[config.mk]
export PLATFORM = sky130hd
export DESIGN_NAME = key_schedule_engine
export DESIGN_NICKNAME = d
export VERILOG_FILES = /design/src/rtl/key_schedule_engine.sv
export SDC_FILE = /design/constraint.sdc
export NUM_CORES = 2
export LEC_CHECK = 0
export CAP_MARGIN = 20
export CORE_AREA = 2 2 479 481
export DETAILED_ROUTE_END_ITERATION = 12
export DIE_AREA = 0 0 481 483
export GPL_TIMING_DRIVEN = 0
export PLACE_DENSITY = 0.65
export SLEW_MARGIN = 20
export SYNTH_ARGS = -nofsm -noshare
export SYNTH_HDL_FRONTEND = slang
export SYNTH_SLANG_ARGS = --single-unit
export TNS_END_PERCENT = 1
[constraint.sdc]
create_clock -name clk -period 15.9 [get_ports clk]
set_input_delay 3.18 -clock clk [delete_from_list [all_inputs] [get_ports clk]]
set_output_delay 3.18 -clock clk [all_outputs]
set_load 0.05 [all_outputs]
[src/rtl/key_schedule_engine.sv]
// Iterative AES key expansion (128/192/256-bit keys): one schedule word per cycle,
// each completed 128-bit round key handed out over a back-pressurable valid/ready stream.
module key_schedule_engine #(
    parameter int MAX_KEY_BITS = 256
) (
    input  logic                    clk,
    input  logic                    rst,
    input  logic                    start,
    input  logic [1:0]              key_len,
    input  logic [MAX_KEY_BITS-1:0] key,
    input  logic                    abort,
    output logic                    rk_valid,
    input  logic                    rk_ready,
    output logic [127:0]            rk_data,
    output logic [3:0]              rk_index,
    output logic                    busy,
    output logic                    done
);

    localparam int NKMAX = MAX_KEY_BITS / 32;
    localparam int KW    = (NKMAX > 1) ? $clog2(NKMAX) : 1;
    localparam int WINW  = NKMAX * 32;

    typedef enum logic [1:0] {IDLE, GEN, DRAIN} state_t;

    state_t                  state, state_n;
    logic [MAX_KEY_BITS-1:0] key_q;
    logic [KW-1:0]           nk_m1;
    logic [3:0]              nr_q;
    logic [5:0]              widx;
    logic [KW-1:0]           kcnt;
    logic [7:0]              rcon;
    logic [WINW-1:0]         win_q;
    logic [95:0]             asm_q;

    logic                    legal, accept, last_grp, stall, produce, in_key, final_hs;
    logic [5:0]              wlast;
    logic [31:0]             prev_w, oldest_w, temp_w, new_w;
    logic [WINW-1:0]         win_sh;
    logic [MAX_KEY_BITS-1:0] key_sh;

    function automatic int nk_of(input logic [1:0] kl);
        case (kl)
            2'd0:    return 4;
            2'd1:    return 6;
            default: return 8;
        endcase
    endfunction

    function automatic logic [7:0] xtime(input logic [7:0] b);
        return {b[6:0], 1'b0} ^ (b[7] ? 8'h1b : 8'h00);
    endfunction

    function automatic logic [7:0] gf_mul(input logic [7:0] a, input logic [7:0] b);
        logic [7:0] p, x, bb;
        p  = '0;
        x  = a;
        bb = b;
        for (int n = 0; n < 8; n++) begin
            if (bb[0]) p = p ^ x;
            x  = xtime(x);
            bb = bb >> 1;
        end
        return p;
    endfunction

    // S-box as multiplicative inverse (x^254 in GF(2^8)) followed by the AES affine map.
    function automatic logic [7:0] sbox_byte(input logic [7:0] b);
        logic [7:0] sq, inv;
        sq  = b;
        inv = 8'h01;
        for (int n = 0; n < 7; n++) begin
            sq  = gf_mul(sq, sq);
            inv = gf_mul(inv, sq);
        end
        return inv ^ {inv[6:0], inv[7]} ^ {inv[5:0], inv[7:6]} ^
               {inv[4:0], inv[7:5]} ^ {inv[3:0], inv[7:4]} ^ 8'h63;
    endfunction

    function automatic logic [31:0] sub_word(input logic [31:0] w);
        return {sbox_byte(w[31:24]), sbox_byte(w[23:16]), sbox_byte(w[15:8]), sbox_byte(w[7:0])};
    endfunction

    assign legal    = (key_len != 2'd3) && (nk_of(key_len) * 32 <= MAX_KEY_BITS);
    assign accept   = (state == IDLE) && start && !abort && legal;
    assign last_grp = (widx[1:0] == 2'b11);
    // Only the word that closes a round key waits on the output register.
    assign stall    = last_grp && rk_valid && !rk_ready;
    assign produce  = (state == GEN) && !abort && !stall;
    assign in_key   = (widx <= 6'(nk_m1));
    assign wlast    = {nr_q, 2'b11};
    assign final_hs = (state == DRAIN) && !abort && rk_valid && rk_ready && (rk_index == nr_q);

    always_comb begin
        win_sh   = win_q >> {nk_m1, 5'b0};
        key_sh   = key_q << {kcnt, 5'b0};
        prev_w   = win_q[31:0];
        oldest_w = win_sh[31:0];
        temp_w   = prev_w;
        if (kcnt == '0) begin
            temp_w = sub_word({prev_w[23:0], prev_w[31:24]}) ^ {rcon, 24'h0};
        end else if ((32'(nk_m1) == 7) && (32'(kcnt) == 4)) begin
            temp_w = sub_word(prev_w);
        end
        new_w = in_key ? key_sh[MAX_KEY_BITS-1 -: 32] : (oldest_w ^ temp_w);
    end

    always_ff @(posedge clk or negedge rst) begin
        if (!rst) state <= IDLE;
        else      state <= state_n;
    end

    always_comb begin
        state_n = state;
        done    = final_hs;
        busy    = (state != IDLE) && !final_hs;
        case (state)
            IDLE:    if (accept) state_n = GEN;
            GEN: begin
                if (abort)                          state_n = IDLE;
                else if (produce && (widx == wlast)) state_n = DRAIN;
            end
            DRAIN: begin
                if (abort || final_hs) state_n = IDLE;
            end
            default: state_n = IDLE;
        endcase
    end

    // Word generation and round-key output register
    always_ff @(posedge clk or negedge rst) begin
        if (!rst) begin
            key_q    <= '0;
            nk_m1    <= '0;
            nr_q     <= '0;
            widx     <= '0;
            kcnt     <= '0;
            rcon     <= '0;
            win_q    <= '0;
            asm_q    <= '0;
            rk_valid <= 1'b0;
            rk_data  <= '0;
            rk_index <= '0;
        end else begin
            if (accept) begin
                key_q <= key;
                nk_m1 <= KW'(nk_of(key_len) - 1);
                nr_q  <= 4'(nk_of(key_len) + 6);
                widx  <= '0;
                kcnt  <= '0;
                rcon  <= 8'h01;
            end
            if (rk_valid && rk_ready) rk_valid <= 1'b0;
            if (produce) begin
                widx  <= widx + 6'd1;
                kcnt  <= (kcnt == nk_m1) ? '0 : kcnt + 1'b1;
                if ((kcnt == '0) && !in_key) rcon <= xtime(rcon);
                win_q <= {win_q[WINW-33:0], new_w};
                asm_q <= {asm_q[63:0], new_w};
                if (last_grp) begin
                    rk_data  <= {asm_q, new_w};
                    rk_index <= widx[5:2];
                    rk_valid <= 1'b1;
                end
            end
            if (abort && (state != IDLE)) rk_valid <= 1'b0;
        end
    end

endmodule

==> impl_metrics.yaml <==
status:
  status: "finished clean"
grt:
  grt_pass1_vias: 82500
  antenna_found_initial: 4
  grt_pass1_wl_um: 518000
  grt_use_total_pct: 28.3
  grt_overflow: 0
  grt_max_degree: 99
final_layout:
  syn2layout_area_growth_pct: 24.2
  nets: 12800
  nFillCells: 21700
  drive_gt1_share_pct: 18.5
  antenna_cells: 0
  final_area_um2: 112000
  final_cell_mix: "nand2_1 (2,601), xnor2_1 (1,329), nor2_1 (1,265)"
  mostFrequentLayoutCell: "nand2_1"
setup_path:
  end_kind: "flop"
  cpMostUsedCell: "buf_4"
  cp-start-kind: "flop"
  crit_cells: 70
  worstRegToRegCells: 70
  required_ns: 16.39
  slowest_delay_ns: 0.55
  cp.arrival_ns: 16.16
  worstPathMaxFanout: 10
  crit_path_top_delay_cell: "xor3_2"
  worstSetupPathType: "flop to flop"
  crit_buf_inv: 14
  cp_top_family: "XOR/XNOR gates"
logic_synthesis:
  async_flop_share_pct: 100
  syn_area_um2: 90400
  yosysSeqAreaShare_pct: 18.5
  synth-edff-count: 0
  netlist.area_leader.share_pct: 18.5
  synth.net_count: 11800
  ys.flop_type: "dfrtp_1"
  ys_ff_latch: 668
  yosys_warnings: 0
  synthCells: 11500
  synthTopCellsByArea: "dfrtp_1 (18%), xnor2_1 (16%), nand2_1 (11%), xnor3_1 (6.8%), nor2_1 (5.4%)"
  yosys.area.top_type: "dfrtp_1"
  synth.avg_cell_area_um2: 7.87
  yosysUniqueCellTypes: 138
clock_tree:
  clk_latency_ns: 0.65
  clk_pin_slew_ns: 0.07
  cts-hold-fix-buffers: 0
  numCtsBuffers: 73
  numClockSinks: 668
  cts_htree_levels: 3
  cts_tree: "done"
  clockRootBuffer: "clkbuf_16"
  cts_max_path_buffers: 3
placement:
  io_buffers: 397
  dpl.hpwl_um: 259000
  dpl_cell_area_um2: 98400
  place.gp.congestion: 0.995
sta:
  fin_skew_ns: 0.0316
  relSlewSlack_pct: 18.2
  slew_violations: 0
  hold_viol: 0
  fmax_mhz: 63.8
  hold_ws_ns: 0.468
  finalCritPeriodShare_pct: 98.6
  setup_viol: 0
  fin_tns_setup_ns: 0
  min_period_ns: 15.67
  worst_slew_pin_slew_ns: 1.23
  rsz0062_at_grt: "yes"
worst_hold_path:
  hold_class: "flop to flop"
  holdPathStages: 2
routing:
  routedWlPerCell_um: 22.6
  drc: 0
  antenna_left: 0
  via_count: 90200
  viasPerCell: 5.81
  drt_iter0_drc: 9962
  dr.pass1.iters: 9
  finalWirelength_um: 351000
die:
  initial_utilization_pct: 39.8
  num_io_pins: 398
  dieWidth_um: 481
  core_area_um2: 227000
  row_count: 175
  die_area_um2: 232000
  die_y_um: 483
job:
  drv_cap: 0
[cell type report]
class	instances	area, um2	share of cell area (%)
flip-flops and latches	668	16700	14.9
clock inverters	24	349	0.311
multi-input cells	9884	76000	67.7
well taps	3009	3760	3.35
inverters	110	468	0.417
plain buffers	823	4480	3.99
repair buffers	906	8280	7.38
clock buffers	107	2170	1.93
[routing by layer]
metal	wire [um]	global-route usage, %	vias to the layer above
li1	-	-	41100
met1	141000	37.9	43500
met2	160000	45.0	4783
met3	30300	4.42	792
met4	19000	12.6	6
met5	41	0	-
[worst reg2reg max path: cells and delay by family, from the launching register on]
kind / cells / cell delay, ns
xor+xnor: 18 / 4.49
flops: 1 / 0.47
buf+inv: 14 / 2.30
mux: 7 / 1.76
fa+ha+maj: 3 / 0.80
simple gates: 12 / 2.18
compound gates: 16 / 3.48
[through the flow]
stage | util [%] | instances | setup WS [ns]
floorplan | - | 11500 | 0.0579
global placement | 43.3 | 14900 | -18.97
detailed placement | 43.4 | 14900 | -4.86
CTS | 47.0 | 15200 | -0.00121
global route | 49.5 | 15500 | -0.340
finish | 49.5 | 15500 | 0.229
[cell families after synthesis]
logic type      Yosys count  share of synthesized area [%]
compound gates         1857                           13.9
xor+xnor               2563                           31.8
fa+ha+maj                36                          0.493
buf+inv                 942                           4.93
flops                   668                           18.5
mux                     489                           7.37
simple gates           4937                           23.0
[registers in the layout, summed over array words and instances, names as in the netlist]
register  count
key_q       256
win_q       256
rk_data     128
rcon          8
widx          6
rk_index      4
kcnt          3
nk_m1         2
nr_q          2
state         2
rk_valid      1
[worst paths after layout]
check | slack, ns | from | endpoint
hold reg to reg | 0.47 | win_q[216] | win_q[248]
max in group asynchronous | 11.32 | rst | win_q[117]
hold / removal | 0.47 | win_q[216] | win_q[248]
setup / recovery | 0.23 | win_q[7] | win_q[3]
setup reg to reg | 0.23 | win_q[7] | win_q[3]
min in group asynchronous | 2.40 | rst | key_q[133]
[Yosys cell counts, types with 40 or more instances]
library cell	number
nor2_1	1294
nor2b_1	50
buf_2	156
and2_1	63
a21oi_1	429
o211ai_1	80
inv_1	75
o21ai_1	70
mux4_2	129
xor2_1	433
nand2_1	2612
xor3_1	42
buf_4	97
o22ai_1	116
xnor3_1	272
xnor2_2	123
clkbuf_1	463
dfrtp_1	668
nand4_1	46
nand2b_1	40
nand3_1	213
buf_1	65
a31oi_1	73
mux2i_1	295
a211oi_1	107
mux2_2	54
a22oi_1	61
o21ai_0	354
xnor2_1	1616
nor4_1	70
and3_1	59
nor3_1	277
[what timing repair did]
item                                    CTS  global route
hold endpoints to repair                  0             0
gates resized for setup                 644           681
endpoints found under the setup margin   64            64
buffers inserted                        210           285
gates cloned                              2             3
pin swaps                               192           329
Power is not shown: default switching activity piles up to over one toggle a cycle in this logic, so the estimate is an artifact.
